[src/rtl/lsu_dmem_bridge_pkg.sv]
// Shared types and constants for the LSU-to-data-bus bridge: bus size codes,
// bridge FSM states and the kseg0/kseg1 physical-address mask.
package lsu_dmem_bridge_pkg;

    localparam logic [1:0] SZ_BYTE = 2'd0;
    localparam logic [1:0] SZ_HALF = 2'd1;
    localparam logic [1:0] SZ_WORD = 2'd2;

    localparam logic [31:0] KSEG_MASK = 32'h1FFF_FFFF;

    typedef enum logic [1:0] {
        ST_IDLE    = 2'd0,
        ST_LD_WAIT = 2'd1,
        ST_LD_RESP = 2'd2
    } bridge_state_e;

    // kseg0/kseg1 (0x8000_0000-0xBFFF_FFFF) alias physical memory from address 0.
    function automatic logic [31:0] map_kseg(input logic enable, input logic [31:0] addr);
        map_kseg = (enable && addr[31:30] == 2'b10) ? (addr & KSEG_MASK) : addr;
    endfunction

endpackage

[src/rtl/lsu_dmem_bridge_store_lane_encoder.sv]
// Turns a store byte-enable pattern into a bus size code and replicates the
// right-aligned store data across every lane the size could select.
module lsu_dmem_bridge_store_lane_encoder
    import lsu_dmem_bridge_pkg::*;
(
    input  logic [3:0]  strobe_i,
    input  logic [31:0] wdata_i,
    output logic [1:0]  size_o,
    output logic [31:0] wdata_o
);

    // Irregular strobe patterns fall through as word-sized with data untouched.
    always_comb begin
        size_o  = SZ_WORD;
        wdata_o = wdata_i;
        case (strobe_i)
            4'b0001, 4'b0010, 4'b0100, 4'b1000: begin
                size_o  = SZ_BYTE;
                wdata_o = {4{wdata_i[7:0]}};
            end
            4'b0011, 4'b1100: begin
                size_o  = SZ_HALF;
                wdata_o = {2{wdata_i[15:0]}};
            end
            default: begin
                size_o  = SZ_WORD;
                wdata_o = wdata_i;
            end
        endcase
    end

endmodule

[src/rtl/lsu_dmem_bridge.sv]
// Bridge from the LSU valid/ready data port to the split addr_ok/data_ok bus.
// Loads block until their data returns; store acks are absorbed by a counter.
module lsu_dmem_bridge
    import lsu_dmem_bridge_pkg::*;
#(
    parameter int MAX_WR_OUT = 2,
    parameter bit MAP_KSEG   = 1'b1
) (
    input  logic        clk,
    input  logic        rst,
    input  logic        req_valid,
    output logic        req_ready,
    input  logic [31:0] req_addr,
    input  logic        req_wen,
    input  logic [31:0] req_wdata,
    input  logic [3:0]  req_strobe,
    output logic        resp_valid,
    input  logic        resp_ready,
    output logic [31:0] resp_data,
    output logic        data_req,
    output logic        data_wr,
    output logic [1:0]  data_size,
    output logic [3:0]  data_wstrb,
    output logic [31:0] data_addr,
    output logic [31:0] data_wdata,
    input  logic        data_addr_ok,
    input  logic        data_data_ok,
    input  logic [31:0] data_rdata,
    output logic [1:0]  dbg_state_o,
    output logic [2:0]  dbg_wr_cnt_o
);

    localparam logic [2:0] MAX_WR = 3'(MAX_WR_OUT);

    bridge_state_e state_q, state_d;
    logic [2:0]    wr_cnt_q, wr_cnt_d;
    logic          resp_valid_q, resp_valid_d;
    logic [31:0]   resp_data_q, resp_data_d;

    logic          can_issue;
    logic          store_acc;
    logic          wr_ack;
    logic [1:0]    enc_size;
    logic [31:0]   enc_wdata;

    lsu_dmem_bridge_store_lane_encoder u_enc (
        .strobe_i (req_strobe),
        .wdata_i  (req_wdata),
        .size_o   (enc_size),
        .wdata_o  (enc_wdata)
    );

    always_ff @(posedge clk) begin
        if (rst) begin
            state_q      <= ST_IDLE;
            wr_cnt_q     <= 3'd0;
            resp_valid_q <= 1'b0;
            resp_data_q  <= 32'd0;
        end else begin
            state_q      <= state_d;
            wr_cnt_q     <= wr_cnt_d;
            resp_valid_q <= resp_valid_d;
            resp_data_q  <= resp_data_d;
        end
    end

    // Acks in IDLE with nothing outstanding are stray and dropped.
    assign store_acc = req_ready && req_wen;
    assign wr_ack    = data_data_ok && (state_q == ST_IDLE) && (wr_cnt_q != 3'd0);

    always_comb begin
        state_d      = state_q;
        resp_valid_d = resp_valid_q;
        resp_data_d  = resp_data_q;
        wr_cnt_d     = wr_cnt_q;
        case (state_q)
            ST_IDLE: begin
                if (req_ready && !req_wen) begin
                    state_d = ST_LD_WAIT;
                end
            end
            ST_LD_WAIT: begin
                if (data_data_ok) begin
                    resp_data_d  = data_rdata;
                    resp_valid_d = 1'b1;
                    state_d      = ST_LD_RESP;
                end
            end
            ST_LD_RESP: begin
                if (resp_ready) begin
                    resp_valid_d = 1'b0;
                    state_d      = ST_IDLE;
                end
            end
            default: begin
                state_d = ST_IDLE;
            end
        endcase
        if (store_acc && !wr_ack) begin
            wr_cnt_d = wr_cnt_q + 3'd1;
        end else if (!store_acc && wr_ack) begin
            wr_cnt_d = wr_cnt_q - 3'd1;
        end
    end

    // A load waits for every store ack so the next data_ok is unambiguously its own.
    always_comb begin
        can_issue = 1'b0;
        if (state_q == ST_IDLE && req_valid) begin
            can_issue = req_wen ? (wr_cnt_q < MAX_WR) : (wr_cnt_q == 3'd0);
        end
        data_req   = can_issue;
        req_ready  = can_issue && data_addr_ok;
        data_wr    = req_wen;
        data_addr  = map_kseg(MAP_KSEG, req_addr);
        data_size  = req_wen ? enc_size : SZ_WORD;
        data_wstrb = req_wen ? req_strobe : 4'b0000;
        data_wdata = req_wen ? enc_wdata : 32'd0;
    end

    assign resp_valid   = resp_valid_q;
    assign resp_data    = resp_data_q;
    assign dbg_state_o  = state_q;
    assign dbg_wr_cnt_o = wr_cnt_q;

endmodule
[config.mk]
export PLATFORM = sky130hd
export DESIGN_NAME = lsu_dmem_bridge
export DESIGN_NICKNAME = d
export VERILOG_FILES = /design/src/rtl/lsu_dmem_bridge_pkg.sv /design/src/rtl/lsu_dmem_bridge_store_lane_encoder.sv /design/src/rtl/lsu_dmem_bridge.sv
export SDC_FILE = /design/constraint.sdc
export NUM_CORES = 1
export LEC_CHECK = 0
export CAP_MARGIN = 20
export CORE_MARGIN = 3
export CORE_UTILIZATION = 30
export CTS_CLUSTER_DIAMETER = 60
export CTS_CLUSTER_SIZE = 24
export DETAILED_ROUTE_END_ITERATION = 10
export GPL_TIMING_DRIVEN = 0
export PLACE_DENSITY = 0.78
export SLEW_MARGIN = 15
export SYNTH_ARGS = -nofsm -noshare
export SYNTH_HDL_FRONTEND = slang
export SYNTH_SLANG_ARGS = --single-unit
[constraint.sdc]
create_clock -name clk -period 3.4 [get_ports clk]
set_input_delay 0.68 -clock clk [delete_from_list [all_inputs] [get_ports clk]]
set_output_delay 0.68 -clock clk [all_outputs]
set_load 0.1 [all_outputs]
After elaboration in Yosys (flattened, before gate mapping) --
Cells that the tools add are included.
Cells by class: reduce and logical (&&, ||, !) cells 21, eq/ne operators 12, order comparisons 1, $add $sub $neg 2, muxes and demuxes 17
Operator list (number):
- $mux W32 | 2
- $pmux W32 S2 | 1
- $eq A4 B2 Y1 const B | 2
- $eq A4 B4 Y1 const B | 2
- $logic_and A1 B1 Y1 | 8
- $mux W2 | 4
- $mux W3 | 2
- $ne A2 B2 Y1 const B | 3
- $pmux W2 S3 | 1
- $reduce_and A3 Y1 | 2
- $eq A2 B2 Y1 const B | 2
- $eq A4 B1 Y1 const B | 1
- $eq A4 B3 Y1 const B | 1
- $mux W1 | 4
- $mux W4 | 1
- $pmux W2 S2 | 1
- $reduce_bool A2 Y1 | 2
- $reduce_or A4 Y1 | 1
- $add A3 B1 Y3 const B | 1
- $logic_not A1 Y1 | 3
- $logic_not A3 Y1 | 1
- $lt A3 B2 Y1 const B | 1
- $reduce_bool A3 Y1 | 1
- $sub A3 B1 Y3 const B | 1
- 5 further kinds | 5
Word-level totals: input port bits 107, register bits 38

Depth between registers and ports, before layout --
word-level depth 9, mapped depth 9

By module --
A second synthesis with hierarchy kept.
Unflattened totals: cell total of the unflattened synthesis 320, area total of the unflattened synthesis 2539.9 µm²
By module, submodules not included:
- lsu_dmem_bridge | cells an instance 252, times used 1, area each 1936.9 µm², seq. area each 760.7 µm²
- lsu_dmem_bridge_store_lane_encoder | cells an instance 68, times used 1, area each 603.1 µm², seq. area each 0.0 µm²

Worst setup path before layout --
Ideal clock, no wire load.
kind register to register, start point register wr_cnt_q[1] (netlist: dbg_wr_cnt_o[1]), end point register wr_cnt_q[2] (netlist: dbg_wr_cnt_o[2]), setup time 0.071 ns, buffers on the path 0, stages on the path, launching flop included 10, data required time 3.329 ns, path slack -0.870 ns, clock period less this slack 4.270 ns, data arrival time 4.200 ns, cell sequence dfxtp_1 > or4b_1 > a211oi_2 > and3_2 > ha_1 > inv_1 > fa_1 > xor2_1 > or3_1 > a21oi_1
On the way: longest elaborated chain between the ends 8
Ends and longest elaborated chain:
- from (decl) | line lsu_dmem_bridge.sv:36 | logic [2:0] wr_cnt_q, wr_cnt_d;
- from (signal assigned) | line lsu_dmem_bridge.sv:61 | wr_cnt_q <= wr_cnt_d;
- $lt A3 B2 Y1 or $logic_not A3 Y1 (tied branches) | line lsu_dmem_bridge.sv:110 | can_issue = req_wen ? (wr_cnt_q < MAX_WR) : (wr_cnt_q == 3'd0);
- $mux W1 (*) | line lsu_dmem_bridge.sv:110
- $mux W1 (*) | line lsu_dmem_bridge.sv:109 | if (state_q == ST_IDLE && req_valid) begin
- net data_req | line lsu_dmem_bridge.sv:20 | output logic data_req,
- $logic_and A1 B1 Y1 (*) | line lsu_dmem_bridge.sv:113 | req_ready = can_issue && data_addr_ok;
- $logic_and A1 B1 Y1 (*) | line lsu_dmem_bridge.sv:68 | assign store_acc = req_ready && req_wen;
- $logic_not A1 Y1 | line lsu_dmem_bridge.sv:101 | end else if (!store_acc && wr_ack) begin
- $logic_and A1 B1 Y1 | line lsu_dmem_bridge.sv:101
- $reduce_bool A2 Y1 (no line)
The timed path passes the listed nets; every way through them passes the cells marked *. The select of a mux whose other input is x is not followed. A chain may end at the register's enable or synchronous reset.

Final worst setup path --
start point input req_strobe[2], end point output data_wdata[24]
On the way: longest elaborated chain between the ends 4
Ends and longest elaborated chain:
- from (decl) | line lsu_dmem_bridge.sv:16 | input logic [3:0] req_strobe,
- $eq A4 B1 Y1, or another cell as far along | line lsu_dmem_bridge_store_lane_encoder.sv:16 | case (strobe_i)
- $reduce_or A4 Y1 or $reduce_or A2 Y1 (tied branches) | line lsu_dmem_bridge_store_lane_encoder.sv:16
- $pmux W32 S2 (*) | line lsu_dmem_bridge_store_lane_encoder.sv:16
- $mux W32 (*) | line lsu_dmem_bridge.sv:118 | data_wdata = req_wen ? enc_wdata : 32'd0;
- to (decl) | line lsu_dmem_bridge.sv:25 | output logic [31:0] data_wdata,
Mark *: on every way between the ends. The rest lies on a longest branch, timed or not.

==> summary.txt <==
Synthesis
  • Synth Area per Inst: 7.18 µm²
  • Share of the synthesized area in the top cell type: 33.5%
  • Most used DFF post-synth: dfxtp_1
  • Top cell type by total area after synthesis: dfxtp_1
  • Yosys Warn Count: 0
  • Syn Std Cell Area: 2270 µm²
  • Net Count, Synth: 425
  • Top cells by area, synth: dfxtp_1 34%, nand2_1 17%, a21oi_1 13%, buf_4 9.9%, and2_1 4.1%
  • Post-synthesis cell type count: 33
  • Synth Instances: 316
  • Ys async rst share: 0%
  • Count of flip-flops with a built-in enable after synthesis: 0
  • Post-synthesis sequential element count: 38
  • Seq/Total Area, Yosys: about 34%

Layout
  • Post-route cell area: roughly 4400 µm²
  • Fin cells: 609
  • Layout cell share with drive strength beyond 1: 20.6%
  • Inserted Diodes: 0
  • Area Overhead vs Synth: 94.6%
  • Final nets: 618

Die
  • Die area: between 8000 and 9000 µm²
  • # IOs: 218
  • FP Rows: 31
  • Core box area: 7290 µm²
  • Die Width: 93.0 µm
  • Die Y: 93.0 µm
  • Starting density of the core: between 30% and 40%

Timing
  • Hold slack: 0.455 ns
  • Clock skew: 0.00477 ns
  • RSZ-0062 raised after global routing: yes
  • Final worst slack: 0.0556 ns
  • Final worst-path cycle share: 98.4%
  • Total Neg Setup Slack: 0 ns
  • Worst slew pin tran: roughly 1.0 ns
  • Relative slew slack: 32.1%
  • Final setup vio count: 0
  • Minimum clock period: 3.34 ns
  • Fin. max-slew vios: 0
  • Fmax: 299 MHz
  • Final hold vios: 0

Setup path
  • WP data required: 2.72 ns
  • CP Launch Type: input port
  • WP buf/inv: 2
  • Slowest CP cell: clkdlybuf4s50_1
  • Worst path max stage delay: 0.63 ns
  • Worst-path fanout max: 8
  • Worst path arrival time: 2.66 ns
  • Crit-path cells: clkdlybuf4s50_1, nor2_4, nor2_1, a222oi_1, a21oi_1, buf_4
  • Endpoint type of the worst setup path: output pin
  • CP top delay family: buffers and inverters
  • Critical path class: input port to output pin

Worst hold path
  • Tightest Hold Check Type: flop to flop

Place
  • HPWL Detailed: 7.21 mm
  • DP Cell Count: 602
  • Pre-CTS WS: -0.858 ns
  • Placement Cell Area: between 4000 and 5000 µm²
  • RD Place Congestion: 0.928
  • Buffers on Ports: approximately 190

CTS
  • Hold-fix buffers, CTS: 0
  • Total CTS buffers: 5
  • Clock buffer depth: 2
  • H-tree levels: 2
  • Clock Latency Late Sink: 0.29 ns
  • Worst-path clk slew: roughly 0.070 ns
  • CTS sink cnt: 38
  • CTS tree: yes
  • Root Driver: clkbuf_8
  • Post-CTS Setup Inserts: 0

Global routing
  • Initial antenna violation count: 0
  • Largest net degree at the start of global routing: 12
  • Vias in the first global route: 2773
  • Total Routing Usage GR: approximately a fifth
  • Total gr overflow: 0
  • First-pass GRT wire length: approximately 14 mm

Power and ir drop
  • VDD IR max: between 300 and 400 µV
  • Sequential share of power: between 20 and 30%
  • Leakage: around 1.7 nW
  • Pwr dens: 453 nW/µm²
  • Net Sw Power: 0.999 mW
  • Sw Share: between 40% and 50%
  • Comb power frac: 57.1%
  • Clock Power Share: between 15 and 20%
  • Pint: 1.00 mW

Routing
  • Routed len/inst: around 15 µm
  • 1st-iter DRT viols: between 100 and 150
  • Routed vias: 2909
  • First-pass detailed-route iteration total: 5
  • Routed Antenna Nets: 0
  • Vias/cell: about 4.8
  • WL final: 9.02 mm
  • Residual DRC count: 0

Flow run
  • Max-cap violations: 0

Outcome
  • Status: finished, final reports clean
## layer usage
metal	vias up	global-route usage [%]	share of wire, %
met5	-	0	0
met4	0	5.13	1.6
met3	14	6.74	10
met2	159	35.9	51
met1	1308	21.9	38
li1	1428	-	-
## power by group through the flow
stage | combinational, mW | sequential (mW) | clock [mW]
3_3_place_gp | 1.14 | 0.509 | 0
3_5_place_dp | 1.15 | 0.509 | 0
5_1_grt | 1.19 | 0.502 | 0.391
6_report | 1.14 | 0.499 | 0.358
4_1_cts | 1.14 | 0.499 | 0.371
2_1_floorplan | 0.666 | 0.679 | 0
## kinds of logic after synthesis
family                   synth area share, %
AND/OR/NAND/NOR                         25.0
AO/OA/AOI/OAI                           23.1
buffers and inverters                   14.2
flip-flops                              33.5
XOR/XNOR                                2.26
adder cells (fa/ha/maj)                 1.43
multiplexers                           0.441
## final timing paths
| path | startpoint | end | slack (ns) | cells past startpoint |
|---|---|---|---|---|
| worst max register to register | dbg_wr_cnt_o[1] | dbg_wr_cnt_o[2] | 0.83 | 9 |
| worst min register to register | resp_data[26] | resp_data[26] | 0.45 | 2 |
| worst min-delay path | resp_data[26] | resp_data[26] | 0.45 | 2 |
| worst max-delay path | req_strobe[2] | data_wdata[24] | 0.06 | 6 |
## final cells by class
class                   count  area [µm²]
multi-input cells         224        1290
flip-flops and latches     38         764
fillers                   689        2880
repair buffers            187        1800
clock buffers               8         110
inverters                   5        20.0
plain buffers              48         302
well taps                  99         124
## through the flow
| step | util [%] | power (mW) |
|---|---|---|
| global route | 60.6 | 2.08 |
| floorplan | - | 1.35 |
| finish | 60.6 | 2.00 |
| detailed placement | 59.4 | 1.66 |
| global placement | 59.4 | 1.65 |
| CTS | 60.4 | 2.01 |
## synthesized netlist by cell type (all sizes together) (4+ instances only)
cell    count
inv         4
clkbuf     14
nand2     100
a222oi      8
xor2        4
a22o        8
buf        35
and2       16
a21oi      60
nor2        8
dfxtp      38
## layout by cell type (no fill, tap or decap), types with 2 or more instances in the layout
cell type / count
clkdlybuf4s15_2: 6
nor2_1: 6
buf_4: 49
clkbuf_1: 13
clkbuf_8: 8
a22o_1: 8
a21oi_2: 8
nand2_1: 100
clkbuf_2: 5
xor2_1: 3
buf_6: 5
a21oi_1: 52
o21ai_0: 2
nor2_4: 2
inv_1: 4
dfxtp_2: 3
buf_2: 6
clkdlybuf4s50_1: 150
nor2b_1: 2
and2_1: 15
a222oi_1: 8
dfxtp_1: 35
## worst min-delay path: cells and delay by family (launching register included)
kind            cells  cell delay [ns]
flops               1             0.31
simple gates        1             0.05
compound gates      1             0.05
## state kept, by name (all words and copies together), names as in the netlist
name          count
resp_data        32
dbg_wr_cnt_o      3
dbg_state_o       2
resp_valid        1
## what timing repair did
action,CTS,global route
setup endpoints to repair,37,30
gates resized for setup,186,14
pin swaps,0,1
(Power assumes the default switching activity.)
